==> src/rtl/uart_pkt_decoder.sv <==
// Frames a UART byte stream (SYNC, LEN, payload, CHK) into a held, checksum-verified packet.
// Latency: pkt_valid and err_pulse rise one clk after the causing byte strobe or timeout.
// Backpressure: none upstream; bytes arriving while a packet is held are dropped as overrun.
module uart_pkt_decoder #(
    parameter int         MAX_LEN   = 16,
    parameter logic [7:0] SYNC_BYTE = 8'hA5,
    parameter int         TIMEOUT   = 120000,
    localparam int        LW        = $clog2(MAX_LEN + 1)
) (
    input  logic          clk,
    input  logic          rst_n,
    input  logic          in_valid,
    input  logic [7:0]    in_data,
    input  logic          in_error,
    output logic          pkt_valid,
    output logic [LW-1:0] pkt_len,
    input  logic [LW-1:0] rd_addr,
    output logic [7:0]    rd_data,
    input  logic          pkt_ack,
    output logic          err_pulse,
    output logic [2:0]    err_code,
    output logic          busy
);

    localparam int TW = $clog2(TIMEOUT + 1);
    localparam logic [TW-1:0] TMAX = TW'(TIMEOUT - 1);

    typedef enum logic [2:0] {HUNT, LEN, PAYLOAD, CHECK, HOLD} state_t;

    state_t        state;
    logic [LW-1:0] len;
    logic [LW-1:0] idx;
    logic [7:0]    xsum;
    logic [TW-1:0] tcnt;
    logic [7:0]    mem [2**LW];

    always_ff @(posedge clk or negedge rst_n) begin
        if (!rst_n) begin
            state     <= HUNT;
            pkt_valid <= 1'b0;
            pkt_len   <= '0;
            err_pulse <= 1'b0;
            err_code  <= 3'd0;
            busy      <= 1'b0;
            tcnt      <= '0;
            xsum      <= 8'h00;
            len       <= '0;
            idx       <= '0;
        end else begin
            err_pulse <= 1'b0;
            if (in_valid || !busy) tcnt <= '0;
            else                   tcnt <= tcnt + TW'(1);

            case (state)
                HUNT: begin
                    if (in_valid && !in_error && in_data == SYNC_BYTE) begin
                        state <= LEN;
                        busy  <= 1'b1;
                    end
                end
                HOLD: begin
                    if (pkt_ack) begin
                        // The ack frees the buffer, so a same-cycle byte is judged as if in HUNT.
                        pkt_valid <= 1'b0;
                        if (in_valid && !in_error && in_data == SYNC_BYTE) begin
                            state <= LEN;
                            busy  <= 1'b1;
                        end else begin
                            state <= HUNT;
                        end
                    end else if (in_valid) begin
                        err_pulse <= 1'b1;
                        err_code  <= 3'd5;
                    end
                end
                default: begin
                    if (!in_valid) begin
                        if (tcnt == TMAX) begin
                            state     <= HUNT;
                            busy      <= 1'b0;
                            tcnt      <= '0;
                            err_pulse <= 1'b1;
                            err_code  <= 3'd3;
                        end
                    end else if (in_error) begin
                        state     <= HUNT;
                        busy      <= 1'b0;
                        err_pulse <= 1'b1;
                        err_code  <= 3'd4;
                    end else if (state == LEN) begin
                        if (in_data == 8'h00 || in_data > 8'(MAX_LEN)) begin
                            state     <= HUNT;
                            busy      <= 1'b0;
                            err_pulse <= 1'b1;
                            err_code  <= 3'd1;
                        end else begin
                            len   <= in_data[LW-1:0];
                            xsum  <= in_data;
                            idx   <= '0;
                            state <= PAYLOAD;
                        end
                    end else if (state == PAYLOAD) begin
                        xsum <= xsum ^ in_data;
                        idx  <= idx + LW'(1);
                        if (idx == len - LW'(1)) state <= CHECK;
                    end else begin
                        busy <= 1'b0;
                        if (in_data == xsum) begin
                            pkt_valid <= 1'b1;
                            pkt_len   <= len;
                            state     <= HOLD;
                        end else begin
                            state     <= HUNT;
                            err_pulse <= 1'b1;
                            err_code  <= 3'd2;
                        end
                    end
                end
            endcase
        end
    end

    // Only PAYLOAD writes, so a held packet cannot be disturbed by later traffic.
    always_ff @(posedge clk) begin
        if (state == PAYLOAD && in_valid && !in_error)
            mem[idx] <= in_data;
    end

    assign rd_data = (pkt_valid && rd_addr < pkt_len) ? mem[rd_addr] : 8'h00;

endmodule

==> config.mk <==
export PLATFORM = sky130hd
export DESIGN_NAME = uart_pkt_decoder
export DESIGN_NICKNAME = d
export VERILOG_FILES = /design/src/rtl/uart_pkt_decoder.sv
export SDC_FILE = /design/constraint.sdc
export NUM_CORES = 1
export LEC_CHECK = 0
export ABC_AREA = 0
export CAP_MARGIN = 40
export CORE_UTILIZATION = 36
export CTS_CLUSTER_DIAMETER = 80
export DETAILED_ROUTE_END_ITERATION = 7
export DONT_BUFFER_PORTS = 1
export SYNTH_ARGS = -nofsm -noshare
export SYNTH_HDL_FRONTEND = slang
export SYNTH_SLANG_ARGS = --single-unit
==> constraint.sdc <==
create_clock -name clk -period 8.6 [get_ports clk]
set_input_delay 1.72 -clock clk [delete_from_list [all_inputs] [get_ports clk]]
set_output_delay 1.72 -clock clk [all_outputs]
set_load 0.03 [all_outputs]
# Word level (Yosys, flattened, before mapping)
# Memory sizes are Yosys's and may differ from the RTL's.
# Index checks and enable logic that the tools add are counted.
[op_classes]
addsub = 3
mul = 0
div_mod_pow = 0
n_lt_le_gt_ge = 2
eq_ne = 21
n_shift = 0
mux = 61
bitwise = 7
reduce_logical = 24
[ops]
columns = ["op", "count"]
rows = [
  ["17-bit 2-to-1 mux", 4],
  ["3-bit 2-to-1 mux", 18],
  ["8-bit 2-to-1 mux", 4],
  ["1-bit 2-to-1 mux", 26],
  ["17-bit by 1-bit adder with 17-bit output, second input constant", 1],
  ["17-bit equality test, second input constant", 1],
  ["5-bit 2-to-1 mux", 3],
  ["7-bit AND reduction", 2],
  ["3-bit one-hot mux with 2 select lines", 2],
  ["2-bit != test, second input constant", 5],
  ["5-bit by 4-bit != test with 1-bit output, second input constant", 2],
  ["5-bit AND reduction", 2],
  ["8-bit equality test", 1],
  ["8-bit equality test, second input constant", 1],
  ["8-bit by 5-bit > comparator with 1-bit output, second input constant", 1],
  ["8-bit zero test", 1],
  ["4-bit AND reduction", 2],
  ["2-bit nonzero test", 4],
  ["8-bit bitwise XOR", 1],
  ["7-bit by 5-bit != test with 1-bit output, second input constant", 1],
  ["2-bit by 1-bit != test with 1-bit output, second input constant", 3],
  ["6-bit by 3-bit != test with 1-bit output, second input constant", 1],
  ["6-bit by 4-bit != test with 1-bit output, second input constant", 1],
  ["1-bit NOT", 6],
  ["other kinds (17)", 25],
]
[totals]
regBits = 49
latchBits = 0
mem_bits_rw = 256
rom_bits = 0
inputBits = 18
out_inout_bits = 19
word_cells = 129
mem_count = 1
[mem_list]
columns = ["name", "depth", "word_bits", "read_ports", "rd_ports_with_merged_regs", "wr", "line", "text"]
rows = [
  ["mem", 32, 8, 1, 0, 1, "35", "logic [7:0] mem [2**LW];"],
]

# Longest topological paths before layout
# Gate-level depths: netlist of the first run.
[logic_depth]
ltp_word = 8
mapped_depth = 8
mapped_depth_nobuf = 7

# Least setup slack after synthesis of the first run
# No wires, ideal clock.
[synth_path]
kind = "input port to output port"
startpoint = "input port rd_addr[2]"
endpoint = "output port rd_data[0]"
t_arrival_ns = 3.496
slack_ns = 3.384
path_stages = 5
path_buffers = 2
cell_sequence = "buf_2 buf_1 mux4_2 mux4_1 a22o_1"
[synth_between]
elab_chain_len = 3
elab_cells_between_ends = 4
cone_classes = "1 x order compare; 1 x mux; 1 x reduce/logical; 1 x memory"
[synth_lines]
columns = ["item", "line", "text"]
rows = [
  ["from (decl)", "17", "input logic [LW-1:0] rd_addr,"],
  ["branches (longest 2 deep; another with memory 32 x 8 bit)", "--", ""],
  ["8-bit 2-to-1 mux (*)", "129", "assign rd_data = (pkt_valid && rd_addr < pkt_len) ? mem[rd_addr] : 8'h00;"],
  ["to (decl)", "18", "output logic [7:0] rd_data,"],
]
# Every way passes the cells marked *.

# Worst setup path in the final report of the first run
[layout_path]
startpoint = "input port rd_addr[1]"
endpoint = "output port rd_data[4]"
# The elaborated chain is that of the path after synthesis.

==> results of run 1 <==
==> Yosys cell counts (all sizes together), types with 2 or more instances <==
library cell  instances  area [µm²]
a21o                  3        22.5
a21oi                 9        45.0
a22o                  9        78.8
a22oi                 2        15.0
a311oi                2        30.0
a31o                  2        17.5
a31oi                 2        12.5
and3                  5        31.3
buf                  16         120
clkbuf               14        52.6
dfrtp                49        1230
edfxtp              256        7690
ha                   10         125
inv                  16        60.1
mux2                 11         139
mux2i                 4        40.0
mux4                 80        1830
nand2                27         101
nand2b                8        50.1
nand3                21         105
nand3b                5        37.5
nand4b                2        17.5
nand4bb               2        22.5
nor2                 60         228
nor3                  8        50.1
nor3b                 3        22.5
nor4                  6        65.1
o21ai                 7        35.0
or2                   2        12.5
or3                   2        12.5
xnor2                10        87.6
xor2                 27         236
==> critical path, cell delays in order <==
cell	delay (ns)
ha_1	0.26
a21o_1	0.15
a21o_1	0.20
a311oi_2	0.55
a22o_1	0.44
==> layout by cell type, fill, tap and decap left out, drive strengths merged, types with 19 or more instances in the layout <==
cell type	netlist	final
inv	16	19
nand3	21	21
xor2	27	27
clkbuf	14	42
nand2	27	27
nor2	60	60
mux4	80	80
dfrtp	49	49
edfxtp	256	256
==> final timing paths <==
path / depth (start not counted) / slack (ns) / end / from
max: 5 / 3.56 / rd_data[4] / rd_addr[1]
min: 1 / 0.49 / tcnt[0]$_DFF_PN0_ / tcnt[0]$_DFF_PN0_
max reg2reg: 4 / 6.01 / mem[5][5]$_DFFE_PP_ / state[1]$_DFFE_PN0P_
min reg2reg: 1 / 0.49 / tcnt[0]$_DFF_PN0_ / tcnt[0]$_DFF_PN0_
max in group asynchronous: 0 / 7.60 / pkt_len[2]$_DFFE_PN0P_ / rst_n
min in group asynchronous: 0 / 0.89 / tcnt[0]$_DFF_PN0_ / rst_n
==> cells by family (layout without fill, tap and decap cells) <==
group	Yosys count	after routing	synth area share [%]
AND/OR/NAND/NOR	158	158	6.36
buffers and inverters	46	92	1.82
multiplexers	95	95	15.7
adder cells (fa/ha/maj)	10	10	0.980
XOR/XNOR	37	37	2.54
AO/OA/AOI/OAI	47	47	2.76
flip-flops	305	305	69.8
==> per-stage QoR <==
stage	area [µm²]	hold slack, ns	cells	setup WS [ns]	total power, W
after global placement	13200	0.475	1123	3.63	0.00190
after detailed placement	13300	0.477	1137	3.55	0.00190
final	14400	0.488	1199	3.56	0.00330
after CTS	14400	0.486	1199	3.55	0.00333
after global routing	14400	0.530	1199	3.42	0.00341
after floorplan	12800	0.444	698	3.38	0.00188
==> routing by layer <==
layer | vias up | GRT usage, % | part of all wire, %
met3 | 40 | 4.62 | 8.7
met2 | 210 | 22.6 | 44
met4 | 0 | 4.49 | 2.3
li1 | 2821 | - | -
met1 | 3305 | 22.5 | 45
met5 | - | 0 | 0
==> state kept, by name (all words and copies together) (netlist names) <==
name and count:
xsum 8, len 5, tcnt 17, mem 256, err_code 3, err_pulse 1
busy 1, pkt_valid 1, state 3, pkt_len 5, idx 5
==> area by class of cell <==
class                   instances  area share [%]
repair buffers                 14           0.731
inverters                      16           0.418
well taps                     455            3.96
clock buffers                  42            6.28
multi-input cells             347            25.2
clock inverters                20            1.37
flip-flops and latches        305            62.0
==> power groups by stage <==
| stage | clock (W) | combinational (W) | sequential, W |
|---|---|---|---|
| global placement | 0 | 0.000185 | 0.00172 |
| detailed placement | 0 | 0.000186 | 0.00172 |
| finish | 0.00143 | 0.000185 | 0.00169 |
| CTS | 0.00146 | 0.000187 | 0.00169 |
| floorplan | 0 | 0.000173 | 0.00171 |
| global route | 0.00151 | 0.000207 | 0.00169 |
==> impl_metrics.py, run 1 <==
metrics = {
    "outcome": {
        "run_status": "finished, final reports clean",
    },
    "floorplanning": {
        "fp.dieH_um": 190,
        "die-area_um2": 36200,
        "start_util_pct": 36.8,
        "io_pins": 37,
        "num_rows": 68,
        "die_width_um": 190,
        "placeableCoreArea_um2": 34700,
    },
    "placement": {
        "numPortBuffers": 0,
        "dp_hpwl_um": 17000,
        "gp_congestion": 0.782,
    },
    "power_and_ir_drop": {
        "p_int_w": 0.00258,
        "p_leak_nw": 4.75,
        "clockPowerShare_pct": 43.2,
        "combPwrFrac_pct": 5.6,
        "p_sw_w": 0.000717,
        "pwr-share-seq_pct": 51.1,
        "power_density_nw_per_um2": 229,
        "peakVddDrop_mv": 0.171,
        "switching_share_pct": 21.7,
    },
    "synth": {
        "ys_ff_latch": 305,
        "async_reset_ff_share_pct": 16.1,
        "synth_edf_count": 256,
        "synth_nets": 726,
        "avgSynthCellArea_um2": 18.3,
        "yosys_most_used_dff": "edfxtp_1",
        "syn_area_um2": 12800,
        "synthDistinctLibCells": 63,
        "ys_seq_area_share_pct": 69.8,
        "yosys_warnings": 0,
        "syn_inst": 698,
    },
    "routing": {
        "vias": 6376,
        "first_pass_iters": 4,
        "drt.antenna.violating_nets": 0,
        "drtIter0Drc": 436,
        "drc": 0,
        "routed_via_density": 5.32,
        "totalWireLength_um": 27100,
        "post_drt_wl_per_cell_um": 22.6,
    },
    "clocking": {
        "cts_resized": 0,
        "cts-root-buf": "clkbuf_16",
        "postCtsHoldBufs": 0,
        "path_clk_slew_ns": 0.06,
        "clockBufferDepth": 3,
        "cts.sinks": 305,
        "cts_buffers": 34,
        "clock_latency_ns": 0.52,
        "cts_setup_buffers": 0,
        "cts_max_level": 2,
        "tritoncts": "done",
    },
    "global_routing": {
        "grt_overflow": 0,
        "antenna_found_initial": 0,
        "grt_pass1_vias": 6478,
        "grt_max_degree": 51,
        "grt_usage_pct": 15.6,
        "grt_pass1_wl_um": 41500,
    },
    "flow_run": {
        "cap_violations": 0,
    },
    "final_layout": {
        "seq_area_um2": 8910,
        "layout-drive-gt1-share_pct": 20.3,
        "diodes": 0,
        "final_nets": 746,
        "fin_util_pct": 41.4,
        "multi_input_area_um2": 3620,
        "syn_to_final_growth_pct": 12.5,
        "n_fill_cell": 3066,
    },
    "worst_setup_path": {
        "start_kind": "primary input",
        "critPathMaxFanout": 50,
        "cp-end-kind": "output pin",
        "cp.required_ns": 6.88,
        "cp_data_arrival_time_ns": 3.32,
        "crit_type": "in2out",
    },
    "timing": {
        "tightestPinTransition_ns": 0.884,
        "finalHoldViolCount": 0,
        "clock_skew_ns": 0.0242,
        "finalSetupViolations": 0,
        "period_share_pct": 58.7,
        "finalMaxSlewViolations": 0,
        "max_freq_mhz": 198,
        "rsz0062_at_grt": "no",
        "fin_crit_ns": 5.04,
        "fin_tns_setup_ns": 0,
        "relSlewSlack_pct": 40.8,
    },
    "min_path": {
        "worstHoldPathType": "reg2reg",
    },
}
Note: power is estimated with default switching activity, not from simulation.
==> inputs of run 2 (changes only) <==
==> constraint.sdc (replaced) <==
create_clock -name clk -period 4.4 [get_ports clk]
set_input_delay 0.88 -clock clk [delete_from_list [all_inputs] [get_ports clk]]
set_output_delay 0.88 -clock clk [all_outputs]
set_load 0.03 [all_outputs]
==> run 2 against run 1 <==
Worst hold slack got worse by 0.47 ns. Critical path type is now reg2out. Sequential share of layout area up 0.24 points. Core utilization down 0.16 points. Clock-buffer cell count is 8 lower. Highest routed layer unchanged. Global-route usage down 0.20 points. Via count shrank 0.19%. Setup slack worse by 3.2 ns. Flip-flop and latch count is the same. Design area fell by 0.39%. Combinational power is 100% higher.
==> impl_metrics.py, run 2 (synthesis results as in run 1) <==
metrics = {
    "global_routing": {
        "grt_pass1_wl_um": 41100,
        "grt_pass1_vias": 6454,
        "grt_overflow": 0,
        "grt_max_degree": 51,
        "grt_usage_pct": 15.4,
        "antenna_found_initial": 1,
    },
    "timing": {
        "tightestPinTransition_ns": 0.903,
        "clock_skew_ns": 0.0316,
        "finalSetupViolations": 0,
        "period_share_pct": 91.5,
        "rsz0062_at_grt": "no",
        "finalMaxSlewViolations": 0,
        "relSlewSlack_pct": 39.6,
        "max_freq_mhz": 248,
        "finalHoldViolCount": 0,
        "fin_tns_setup_ns": 0,
        "fin_crit_ns": 4.03,
    },
    "routing": {
        "routed_via_density": 5.31,
        "drc": 0,
        "drt.antenna.violating_nets": 0,
        "vias": 6364,
        "totalWireLength_um": 27000,
        "drtIter0Drc": 640,
        "post_drt_wl_per_cell_um": 22.5,
        "first_pass_iters": 7,
    },
    "flow_run": {
        "cap_violations": 0,
    },
    "final_layout": {
        "top_register": "mem",
        "layout.cells.non_filler": 1199,
        "seq_area_um2": 8910,
        "n_fill_cell": 3064,
        "largest_reg_flops": 256,
        "final_cell_mix": "edfxtp_1 (256), mux4_2 (72), nor2_1 (59)",
        "final_nets": 750,
        "diodes": 0,
        "layout-drive-gt1-share_pct": 20.0,
        "mostFrequentLayoutCell": "edfxtp_1",
        "multi_input_area_um2": 3620,
        "reg_top3": "mem (256), tcnt (17), xsum (8)",
        "syn_to_final_growth_pct": 12.1,
    },
    "floorplanning": {
        "die-area_um2": 36200,
        "num_rows": 68,
        "die_width_um": 190,
        "placeableCoreArea_um2": 34700,
        "fp.dieH_um": 190,
        "io_pins": 37,
        "start_util_pct": 36.8,
    },
    "placement": {
        "dp_hpwl_um": 16600,
        "gp_congestion": 0.763,
        "placedCellCount": 1141,
        "numPortBuffers": 0,
    },
    "worst_setup_path": {
        "start_kind": "flop",
        "slowest_stage": "a311oi_2",
        "cpPeakStageDelay_ns": 0.77,
        "cp_data_arrival_time_ns": 3.15,
        "crit_family": "compound AO/OA/AOI/OAI gates",
        "crit_path_cell_trace": "inv_1 -> ha_1 -> a21o_1 -> a21o_1 -> a311oi_2 -> a22o_1",
        "path_common_cell": "a21o_1",
        "path_buf_inv": 1,
        "crit_type": "reg2out",
        "cp.required_ns": 3.52,
        "cp-end-kind": "output pin",
        "critPathMaxFanout": 8,
    },
    "power_and_ir_drop": {
        "peakVddDrop_mv": 0.325,
        "power_density_nw_per_um2": 431,
        "p_leak_nw": 4.72,
        "p_total_w": 0.00618,
    },
    "clocking": {
        "clock_latency_ns": 0.58,
        "path_clk_slew_ns": 0.06,
        "cts_buffers": 30,
        "clockBufferDepth": 3,
        "cts_max_level": 1,
        "cts.sinks": 305,
        "cts-root-buf": "clkbuf_16",
        "tritoncts": "done",
        "cts_setup_buffers": 0,
    },
    "min_path": {
        "worstHoldPathType": "in2async",
    },
    "outcome": {
        "run_status": "finished, final reports clean",
    },
}
==> run 2: path summary, 6_finish.rpt <==
path                                         from  slack (ns)                  end  cells past startpoint
setup / recovery           pkt_len[1]$_DFFE_PN0P_        0.37           rd_data[6]                      6
hold / removal                              rst_n        0.02  xsum[2]$_DFFE_PN0P_                      0
setup reg to reg             state[0]$_DFFE_PN0P_        2.07  mem[5][3]$_DFFE_PP_                      5
hold reg to reg                 tcnt[0]$_DFF_PN0_        0.49    tcnt[0]$_DFF_PN0_                      1
max in group asynchronous                   rst_n        3.42  xsum[5]$_DFFE_PN0P_                      1
min in group clk                       in_data[5]        0.40  mem[1][5]$_DFFE_PP_                      0
==> run 2: what timing repair did <==
item | CTS | global route
gates resized for setup | 0 | 0
endpoints found under the hold margin | 26 | 4
hold buffers | 3 | 1
==> run 2: cell type report <==
type / count / share of cell area (%)
Sequential cell: 305 / 62.3
Multi-Input combinational cell: 347 / 25.3
Clock buffer: 34 / 5.35
Tap cell: 455 / 3.98
Clock inverter: 20 / 1.37
Timing Repair Buffer: 22 / 1.29
Inverter: 16 / 0.420
==> run 2: layer usage <==
layer	vias up	track usage, %	share of wire (%)
met1	3333	22.4	46
met4	0	4.37	2.7
met2	167	23.3	45
met3	42	3.11	6.0
li1	2822	-	-
met5	-	0	0
==> run 2: metrics by stage <==
stage,util [%],hold WS (ns),instance area (µm²),worst slack [ns]
6_report,41.2,0.0225,14300,0.375
5_1_grt,41.2,0.00230,14300,0.302
4_1_cts,41.2,0.0000405,14300,0.369
3_5_place_dp,38.3,0.483,13300,0.825
3_3_place_gp,38.1,0.474,13200,0.863
2_1_floorplan,-,0.444,12800,0.864
==> run 2: power breakdown <==
group          leakage [nW]  switching [W]  total, W  internal (W)
Clock                 0.469        0.00108   0.00250       0.00143
Combinational          1.29       0.000184  0.000378      0.000194
Sequential             2.96      0.0000943   0.00329       0.00320
Total                  4.72        0.00136   0.00618       0.00482
